--- src/rtl/if_pkg.sv ---
// Shared types and constants for the instruction-fetch stage.
package if_pkg;

    typedef enum logic [1:0] {
        FETCH   = 2'd0,
        HAVE    = 2'd1,
        DISCARD = 2'd2
    } if_state_t;

    localparam logic [31:0] NOP_INSTR = 32'h0000_0000;

endpackage

--- src/rtl/if_pc_reg.sv ---
// Program counter register: synchronous reset, redirect load and increment.
module if_pc_reg
    import if_pkg::*;
#(
    parameter logic [31:0] RESET_PC = 32'h0000_0000
) (
    input  logic        clk,
    input  logic        rst,
    input  logic        i_load,
    input  logic [31:0] i_target,
    input  logic        i_inc,
    output logic [31:0] o_pc,
    output logic [31:0] o_pc_plus_one
);

    logic [31:0] r_pc;

    // Load takes priority so a redirect wins over a same-cycle delivery.
    always_ff @(posedge clk) begin
        if (rst) begin
            r_pc <= RESET_PC;
        end else if (i_load) begin
            r_pc <= i_target;
        end else if (i_inc) begin
            r_pc <= r_pc + 32'd1;
        end
    end

    assign o_pc          = r_pc;
    assign o_pc_plus_one = r_pc + 32'd1;

endmodule

--- src/rtl/if_fetch_unit.sv ---
// Instruction-fetch stage: owns the PC, handshakes with instruction memory and
// drives the IF/ID hold/flush controls. Define IF_PERF_EN to add perf counters.
module if_fetch_unit
    import if_pkg::*;
#(
    parameter logic [31:0] RESET_PC = 32'h0000_0000
) (
    input  logic        clk,
    input  logic        rst,
    input  logic        hold,
    input  logic        redirect,
    input  logic [31:0] redirectPC,
    output logic        imemReq,
    output logic [31:0] imemAddr,
    input  logic        imemAck,
    input  logic [31:0] imemData,
    output logic [31:0] instrOut,
    output logic [31:0] PCPlusOne,
    output logic        ifidHold,
    output logic        ifidFlush
`ifdef IF_PERF_EN
    ,
    output logic [31:0] fetchCount,
    output logic [31:0] stallCount
`endif
);

    if_state_t   r_state;
    logic [31:0] r_buf;

    if_state_t   w_next;
    logic        w_req;
    logic        w_hold;
    logic        w_flush;
    logic [31:0] w_instr;
    logic        w_deliver;
    logic        w_buf_load;
    logic [31:0] w_pc;
    logic [31:0] w_pc_plus_one;

    if_pc_reg #(
        .RESET_PC(RESET_PC)
    ) u_pc (
        .clk          (clk),
        .rst          (rst),
        .i_load       (redirect),
        .i_target     (redirectPC),
        .i_inc        (w_deliver),
        .o_pc         (w_pc),
        .o_pc_plus_one(w_pc_plus_one)
    );

    always_comb begin
        w_req      = 1'b0;
        w_hold     = 1'b1;
        w_flush    = 1'b1;
        w_instr    = NOP_INSTR;
        w_deliver  = 1'b0;
        w_buf_load = 1'b0;
        w_next     = r_state;
        if (!rst) begin
            unique case (r_state)
                FETCH: begin
                    w_req = 1'b1;
                    if (imemAck && !hold) begin
                        w_instr   = imemData;
                        w_hold    = 1'b0;
                        w_deliver = 1'b1;
                    end else if (imemAck) begin
                        w_flush    = 1'b0;
                        w_buf_load = 1'b1;
                        w_next     = HAVE;
                    end else begin
                        w_flush = !hold;
                    end
                end
                HAVE: begin
                    w_instr = r_buf;
                    if (!hold) begin
                        w_hold    = 1'b0;
                        w_deliver = 1'b1;
                        w_next    = FETCH;
                    end else begin
                        w_flush = 1'b0;
                    end
                end
                DISCARD: begin
                    w_flush = !hold;
                    if (imemAck) begin
                        w_next = FETCH;
                    end
                end
                default: w_next = FETCH;
            endcase
            // A redirect squashes everything; while a request is still in
            // flight its stale ack must be swallowed in DISCARD.
            if (redirect) begin
                w_hold     = 1'b1;
                w_flush    = 1'b1;
                w_instr    = NOP_INSTR;
                w_deliver  = 1'b0;
                w_buf_load = 1'b0;
                w_next     = (r_state != HAVE && !imemAck) ? DISCARD : FETCH;
            end
        end
    end

    always_ff @(posedge clk) begin
        if (rst) begin
            r_state <= FETCH;
            r_buf   <= NOP_INSTR;
        end else begin
            r_state <= w_next;
            if (redirect) begin
                r_buf <= NOP_INSTR;
            end else if (w_buf_load) begin
                r_buf <= imemData;
            end
        end
    end

    assign imemReq   = w_req;
    assign imemAddr  = w_pc;
    assign instrOut  = w_instr;
    assign PCPlusOne = w_pc_plus_one;
    assign ifidHold  = w_hold;
    assign ifidFlush = w_flush;

`ifdef IF_PERF_EN
    logic [31:0] r_fetch_cnt;
    logic [31:0] r_stall_cnt;

    always_ff @(posedge clk) begin
        if (rst) begin
            r_fetch_cnt <= 32'd0;
            r_stall_cnt <= 32'd0;
        end else begin
            if (w_deliver) begin
                r_fetch_cnt <= r_fetch_cnt + 32'd1;
            end
            if (w_hold) begin
                r_stall_cnt <= r_stall_cnt + 32'd1;
            end
        end
    end

    assign fetchCount = r_fetch_cnt;
    assign stallCount = r_stall_cnt;
`else
    // Counters are not built in this configuration.
`endif

endmodule

--- config.mk ---
export PLATFORM = sky130hd
export DESIGN_NAME = if_fetch_unit
export DESIGN_NICKNAME = d
export VERILOG_FILES = /design/src/rtl/if_pkg.sv /design/src/rtl/if_pc_reg.sv /design/src/rtl/if_fetch_unit.sv
export SDC_FILE = /design/constraint.sdc
export NUM_CORES = 1
export LEC_CHECK = 0
export CORE_MARGIN = 10
export CORE_UTILIZATION = 40
export CTS_CLUSTER_DIAMETER = 40
export DETAILED_ROUTE_END_ITERATION = 12
export GPL_ROUTABILITY_DRIVEN = 1
export PLACE_DENSITY = 0.72
export REMOVE_ABC_BUFFERS = 1
export SETUP_SLACK_MARGIN = 0.05
export SKIP_LAST_GASP = 1
export SYNTH_ARGS = -nofsm -noshare
export SYNTH_HDL_FRONTEND = slang
export SYNTH_HIERARCHICAL = 1
export SYNTH_SLANG_ARGS = --single-unit
--- constraint.sdc ---
create_clock -name clk -period 5.15 [get_ports clk]
set_input_delay 1.03 -clock clk [delete_from_list [all_inputs] [get_ports clk]]
set_output_delay 1.03 -clock clk [all_outputs]
set_load 0.03 [all_outputs]
==> reports/metrics.cfg <==
[synthesis]
yosysTopAreaCellShare=0.258
yosys_warnings=6
syn_avg_cell_area_sq_um=8.73
synth_area_sq_mm=0.00512
synth_area_leaders=dfxtp_1 26%, nor3b_1 10%, mux2_4 8.8%
postSynthCellCount=587
yosysSeqAreaShare=0.258
synth_top_area_cell=dfxtp_1
ys.flop_type=dfxtp_1
synthArstFlopShare=0
synth_cell_types=61
synth-edff-count=0
synth-seq-cells=66

[final_layout]
fill_cells=1132
syn_to_final_growth_pct=36.3
fin_area_sq_mm=0.00698
antennaDiodeCount=0
final_common_cell=clkdlybuf4s50_1
fin_nets=778
drive_above_1_share=0.107
fin_cells=883
utilization=0.556
mostFrequentLayoutCells=165 x clkdlybuf4s50_1, 68 x nor3b_1, 66 x dfxtp_1

[timing]
fin_crit_ns=4.27
max_freq_mhz=234
holdWs_ns=0.612
maxSlewHeadroom=0.281
drv_slew=0
rsz0062_at_grt=false
min_period_over_period=0.829
worstMarginPinSlew_ns=1.08
setup_viol=0
timing.final.ws_setup_ns=0.881
finClkSkew_ns=0.00278
final-hold-violation-count=0

[route]
viasPerCell=5.78
num_vias=5108
drt_wl_total_mm=16.6
drt-wirelength-per-cell_microns=18.8
ant_nets=0
first_pass_iters=6
drc=0
first_iter_violations=454

[critical_path]
critPathMaxFanout=58
crit_arrival_ns=3.24
end_kind=primary output
path_class=input pin to primary output
crit_path_start_kind=input pin
required_ns=4.12

[die]
die_h_microns=133
dieArea_sq_mm=0.0177
fp-row-count=41
start_util=0.408
pin_count=168
core-area_sq_mm=0.0126
die_width_microns=133

[cts]
cts-root-buf=clkbuf_16
cts_hold_buf=0
cts_tree=done
cts_resized=0
clock_sinks=66
numCtsBuffers=9
clkTransAtPathRegs_ns=0.05
cts_setup_buffers=0
cts_buffer_depth=2
htreeDepth=3
clk_latency_ns=0.33

[placed_design]
port_buffers=167
place_congestion=0.830
dp_slack_ns=0.896
post-dp-hpwl_mm=11.8
dp.cells=869
dpl_cell_area_sq_mm=0.00671

[global_routing]
grt-ovfl-total=0
antenna_found_initial=0
grt_pass1_wl_mm=27.0
grtUsageTotal=0.181
grt_pass1_vias=4995
grt_max_degree=59

[worst_hold_path]
min_path_type=flip-flop to flip-flop

[job]
drv_cap=0

[power_and_ir_drop]
p_leak_nw=2.37
vdd_drop_max_uv=151
p_per_area_mw_per_mm2=222

[run_status]
status=completed

[cells by family after synthesis]
logic type      count (synthesis)  synth area share
simple gates                  277             0.342
compound gates                 83             0.133
buf+inv                        82            0.0933
flops                          66             0.258
xor+xnor                       43            0.0735
mux                            35            0.0984
fa+ha+maj                       1           0.00244
[worst max-delay path, stage by stage]
cell and delay [ns]:
buf_4 0.28, nor2_2 0.89, a32o_1 0.32, clkdlybuf4s50_1 0.68
[final timing paths]
check	startpoint	end	slack, ns	cells past startpoint
worst max register to register	r_state[0]$_SDFFE_PP0P_	u_pc/o_pc[27]$_SDFFE_PP0P_	2.58	7
worst max-delay path	redirect	instrOut[26]	0.88	4
worst min-delay path	u_pc/o_pc[11]$_SDFFE_PP0P_	u_pc/o_pc[11]$_SDFFE_PP0P_	0.61	2
worst min register to register	u_pc/o_pc[11]$_SDFFE_PP0P_	u_pc/o_pc[11]$_SDFFE_PP0P_	0.61	2
[where the power goes]
group | switching [mW] | internal, mW
clock | 0.223 | 0.367
combinational | 0.202 | 0.179
sequential | 0.0476 | 0.535
total | 0.473 | 1.08
[registers in the layout, summed over array words and instances (netlist names)]
| register | flops |
|---|---|
| r_state | 2 |
| r_buf | 32 |
| u_pc/o_pc | 32 |
[through the flow]
stage	setup TNS [ns]	total power, mW
floorplan	-44.13	0.772
detailed placement	0	0.973
global placement	0	0.967
finish	0	1.55
global route	0	1.62
CTS	0	1.57
[layer usage]
| metal | share of wire | vias to the layer above | GRT usage |
|---|---|---|---|
| met3 | 0.069 | 22 | 0.0492 |
| met5 | 0 | - | 0 |
| met4 | 0.015 | 0 | 0.0623 |
| met1 | 0.43 | 2469 | 0.220 |
| met2 | 0.49 | 197 | 0.302 |
| li1 | - | 2420 | - |
[cells in the mapped netlist (all sizes together), types with 2 or more instances]
cell,number
o21ai,5
nor2,31
nor4b,12
dfxtp,66
xnor2,25
a211oi,10
mux2i,2
nor3b,69
and3,11
nor3,7
clkbuf,33
mux2,33
or3,6
or4,3
and2b,5
and2,4
a22o,6
nand2,30
a32o,26
a311oi,7
a21oi,11
nand3,23
inv,11
a2111oi,8
nand4,28
o221ai,2
nand3b,3
nor2b,23
buf,35
nor4,8
xor2,18
and4,9
[cell type report]
class	count	area, sq um	area share
inverters	12	45.0	0.00645
clock buffers	10	229	0.0328
well taps	172	215	0.0308
clock inverters	4	45.0	0.00645
repair buffers	180	1760	0.253
flip-flops and latches	66	1320	0.189
multi-input cells	439	3360	0.482
No activity file was read; power rests on OpenSTA's default activity.
==> RTL change 1: new RTL, same settings <==
The 3 states of `if_state_t` get a one-hot encoding in 3 bits.
--- a/src/rtl/if_pkg.sv
+++ b/src/rtl/if_pkg.sv
@@ -3,6 +3,6 @@
 
-    typedef enum logic [1:0] {
-        FETCH   = 2'd0,
-        HAVE    = 2'd1,
-        DISCARD = 2'd2
+    typedef enum logic [2:0] {
+        FETCH   = 3'b001,
+        HAVE    = 3'b010,
+        DISCARD = 3'b100
     } if_state_t;
Check against the original RTL: same outputs for any inputs over 4 cycles, from zero or initial values and one cycle with rst high; so few cycles prove little.
==> RTL change 1 against the unedited design <==
Area after synthesis is 10% lower; die area is 8.6% lower; power is 2.3% higher; cell area is 7.7% lower; hold slack worse by 140 ps; wire length is 2.7% lower; final cell count is 0.91% lower; first-iteration DRC count is 24% higher; sequential cell count is 1 higher; critical path depth is 3 higher; setup slack better by 23 ps; global-route usage is 0.69 points higher; via count is 0.57% higher.
==> RTL change 1: results (changes against the unedited design) <==
[cts]
cts_buffers=9  ; unchanged
post_cts_resized=0  ; unchanged
htree_levels=3  ; unchanged
cts.clk_slew.worst_paths_ps=60
clockRootBuffer=clkbuf_16
clk_latency_ps=330  ; about the same
clockBufferDepth=2  ; unchanged
cts_setup_buffers=0  ; unchanged

[finish]
drive_above_1_share=0.05609  ; -0.05080
fin_nets=796  ; +2.3%

[global_route]
grt_pass1_wl_um=25850  ; -4.1%
grt_usage=0.1882  ; +0.006888
grt_pass1_vias=4864  ; -2.6%
antenna_found_initial=1  ; +1
grt_max_degree=65  ; +10%

[logic_synthesis]
async_reset_ff_frac=0  ; unchanged
yosys_warnings=6  ; unchanged
synth_common_cells=67 x dfxtp_1, 64 x nor2_1, 55 x nand3_1
synth_cell_type_count=58  ; -4.9%
seq_area_frac_synth=0.2913  ; +0.03343
synthTopCellsByArea=dfxtp_1 29%, a32oi_1 6.1%, nand3_1 6.0%
synth_area_per_cell_um2=7.548  ; -14%

[timing]
fin_skew_ps=5.051  ; +2.267 ps
tightest_slew_ps=1312  ; +234.5 ps

[placed_design]
dp_hpwl_um=11340  ; -4.1%
numPortBuffers=167  ; unchanged
gp_congestion=0.8417  ; +1.5%
dp.cells=858  ; -1.3%

[routing]
drt_iter0_drc=565  ; +24%
wl_per_cell_um=18.51  ; -1.8%
wirelength_um=16190  ; -2.7%
via_per_inst=5.871  ; +1.5%
dr.pass1.iters=6  ; unchanged

[min_path]
hold_path.class=reg -> reg

[pwr]
p_leak_nw=2.096  ; -12%
vdd_drop_max_uv=132.7  ; -12%

[critical_path]
crit_fanout=12  ; -79%
slowest_delay_ps=700  ; -190 ps
cp_data_arrival_time_ps=3220  ; -20 ps
cp_slowest_cell=clkdlybuf4s50_1

[status]
status=complete, no violations

[RTL change 1: layout make-up]
class	count	area, um^2
sequential	67	1341
clock buffer	11	242.7
clock inverter	5	52.55
multi-input combinational	458	2844
antenna	1	2.502
tap	143	178.9
inverter	13	48.80
fill	1092	4873
timing repair buffer	177	1737
[RTL change 1: where the power goes]
group / internal, mW / leakage (nW) / switching, mW
combinational: 0.165 / 1.40 / 0.218
sequential: 0.543 / 0.549 / 0.0473
clock: 0.385 / 0.145 / 0.231
total: 1.09 / 2.10 / 0.496
[RTL change 1: cells by family (layout without fill, tap and decap cells)]
family / after synthesis / after routing / synth area share
mux: 3 / 3 / 0.006793
simple gates: 255 / 255 / 0.2978
other cells: 0 / 1 / 0
compound gates: 154 / 154 / 0.2190
fa+ha+maj: 1 / 1 / 0.002717
flops: 67 / 67 / 0.2913
buf+inv: 85 / 206 / 0.09674
xor+xnor: 45 / 45 / 0.08560
[RTL change 1: worst paths after layout]
path	cells past startpoint	endpoint	startpoint	slack (ps)
max	7	PCPlusOne[30]	u_pc/o_pc[0]	900
min	2	r_buf[5]	r_buf[5]	470
max reg2reg	5	u_pc/o_pc[20]	u_pc/o_pc[0]	2360
min reg2reg	2	r_buf[5]	r_buf[5]	470
[RTL change 1: routing by layer]
layer / part of all wire / vias up / global-route usage / wire length, um
met5: 0 / - / 0 / 0
met4: 0.015 / 0 / 0.06899 / 250
met3: 0.088 / 14 / 0.06534 / 1425
met2: 0.46 / 224 / 0.2862 / 7387
met1: 0.44 / 2416 / 0.2399 / 7130
li1: - / 2483 / - / -
[RTL change 1: worst max-delay path: cells and delay by family, from the launching register on]
family	cells	cell delay (ps)
fa+ha+maj	1	490
xor+xnor	1	160
simple gates	3	820
flops	1	480
buf+inv	2	940
[RTL change 1: per-stage QoR]
step | setup TNS, ps | instance area, um^2 | util | worst slack (ps)
after floorplan | -22790 | 4208 | - | -712.3
after global placement | 0 | 6150 | 0.5432 | 944.5
after detailed placement | 0 | 6150 | 0.5432 | 943.8
after CTS | 0 | 6445 | 0.5693 | 902.7
after global routing | 0 | 6447 | 0.5695 | 687.5
final | 0 | 6447 | 0.5695 | 904.2
==> RTL change 2: new RTL, config.mk and constraints unchanged <==
Made on the original files. Build with the macro `IF_PERF_EN` defined.
--- a/src/rtl/if_fetch_unit.sv
+++ b/src/rtl/if_fetch_unit.sv
@@ -2,2 +2,4 @@
 // drives the IF/ID hold/flush controls. Define IF_PERF_EN to add perf counters.
+`define IF_PERF_EN
+
 module if_fetch_unit
Formal check against the unedited RTL (old outputs only; new: fetchCount and stallCount): equivalent (Yosys induction, for registers that start in step).
==> RTL change 2 against the unedited design <==
Setup slack lost 93 ps; critical endpoint is now PCPlusOne[30]; synthesized cell count is 65% higher; power rose by 71%; count of clock-buffer cells in the layout increased by 8; sequential cell count up 64; first-iteration DRC count increased by 7.9%; wire length grew 52%; cell area grew 48%; register-to-register slack worse by 170 ps; area after synthesis increased by 47%.
==> RTL change 2: results (changes against the unedited design) <==
[status]
status=complete, no violations

[global_route]
grt_max_degree=61  ; +3.4%
grt_pass1_vias=7709  ; +54%
grt_usage=0.1995  ; +0.01819
grt_pass1_wl_um=40380  ; +50%

[critical_path]
critPathLaunch=u_pc/o_pc[0]
cp_data_arrival_time_ps=3330  ; +90 ps
worst_r2r_path_depth=9  ; +2
slowest_delay_ps=700  ; -190 ps
endpoint=PCPlusOne[30]
cp_slowest_cell=clkdlybuf4s50_1
rrSetupSlack_ps=2410  ; -170 ps

[timing]
fin_skew_ps=9.965  ; +7.181 ps
fmax_mhz=229.3  ; -2.1%

[cts]
htree_levels=4  ; +1
clk_latency_ps=420  ; +90 ps
cts_buffers=17  ; +8

[min_path]
hold_start=r_buf[29]

[finish]
fin_nets=1211  ; +56%
stdcell_count=1386  ; +57%
n_antenna_cell=0  ; unchanged
drive_above_1_share=0.05903  ; -0.04786

[logic_synthesis]
synthCells=967  ; +65%
synthTopCellsByArea=dfxtp_1 35%, nand2_1 5.9%, a21oi_1 5.8%
synth_cell_type_count=59  ; -3.3%
seq_area_frac_synth=0.3464  ; +0.08856
synth_common_cells=130 x dfxtp_1, 118 x nand2_1, 87 x a21oi_1

[placed_design]
numPortBuffers=231  ; +38%
postPlaceCellArea_um2=9784  ; +46%
dp_hpwl_um=18090  ; +53%
gp_congestion=0.8789  ; +5.9%

[routing]
vias=8022  ; +57%
dr.pass1.iters=5  ; -1
wl_per_cell_um=18.21  ; -3.4%

[pwr]
p_leak_nw=3.294  ; +39%

[RTL change 2: layout make-up]
type / instances / area [um^2]
clock buffers: 18 / 429.2
clock inverters: 14 / 155.1
fillers: 1712 / 8212
inverters: 18 / 67.56
multi-input cells: 728 / 4422
flip-flops and latches: 130 / 2603
well taps: 234 / 292.8
repair buffers: 244 / 2400
[RTL change 2: worst min-delay path, stage by stage (launching register included)]
cell,delay [ps]
dfxtp_1,310
nand2_1,50
a21oi_1,50
[RTL change 2: report_power, final]
part | switching, mW | internal (mW)
registers | 0.0524 | 1.03
clock network | 0.473 | 0.718
logic | 0.211 | 0.165
total | 0.737 | 1.91
[RTL change 2: worst min path at each step]
| stage | end | slack, ps |
|---|---|---|
| finish | r_buf[29] | 460 |
| global route | r_buf[3] | 480 |
| CTS | r_buf[14] | 460 |
| detailed placement | r_buf[14] | 450 |
| global placement | r_buf[10] | 450 |
| floorplan | r_buf[0] | 440 |
[RTL change 2: cell families after synthesis]
| logic type | Yosys count | share of synthesized area |
|---|---|---|
| xor+xnor | 59 | 0.06879 |
| mux | 7 | 0.01016 |
| buf+inv | 109 | 0.06779 |
| compound gates | 214 | 0.1849 |
| flops | 130 | 0.3464 |
| simple gates | 444 | 0.3156 |
| fa+ha+maj | 4 | 0.006330 |
[RTL change 2: layer usage]
layer | global-route usage | vias up | share of wire
met2 | 0.3104 | 264 | 0.46
met5 | 0 | - | 0
met3 | 0.08597 | 45 | 0.097
met1 | 0.2375 | 3780 | 0.41
met4 | 0.07881 | 0 | 0.025
li1 | - | 3933 | -
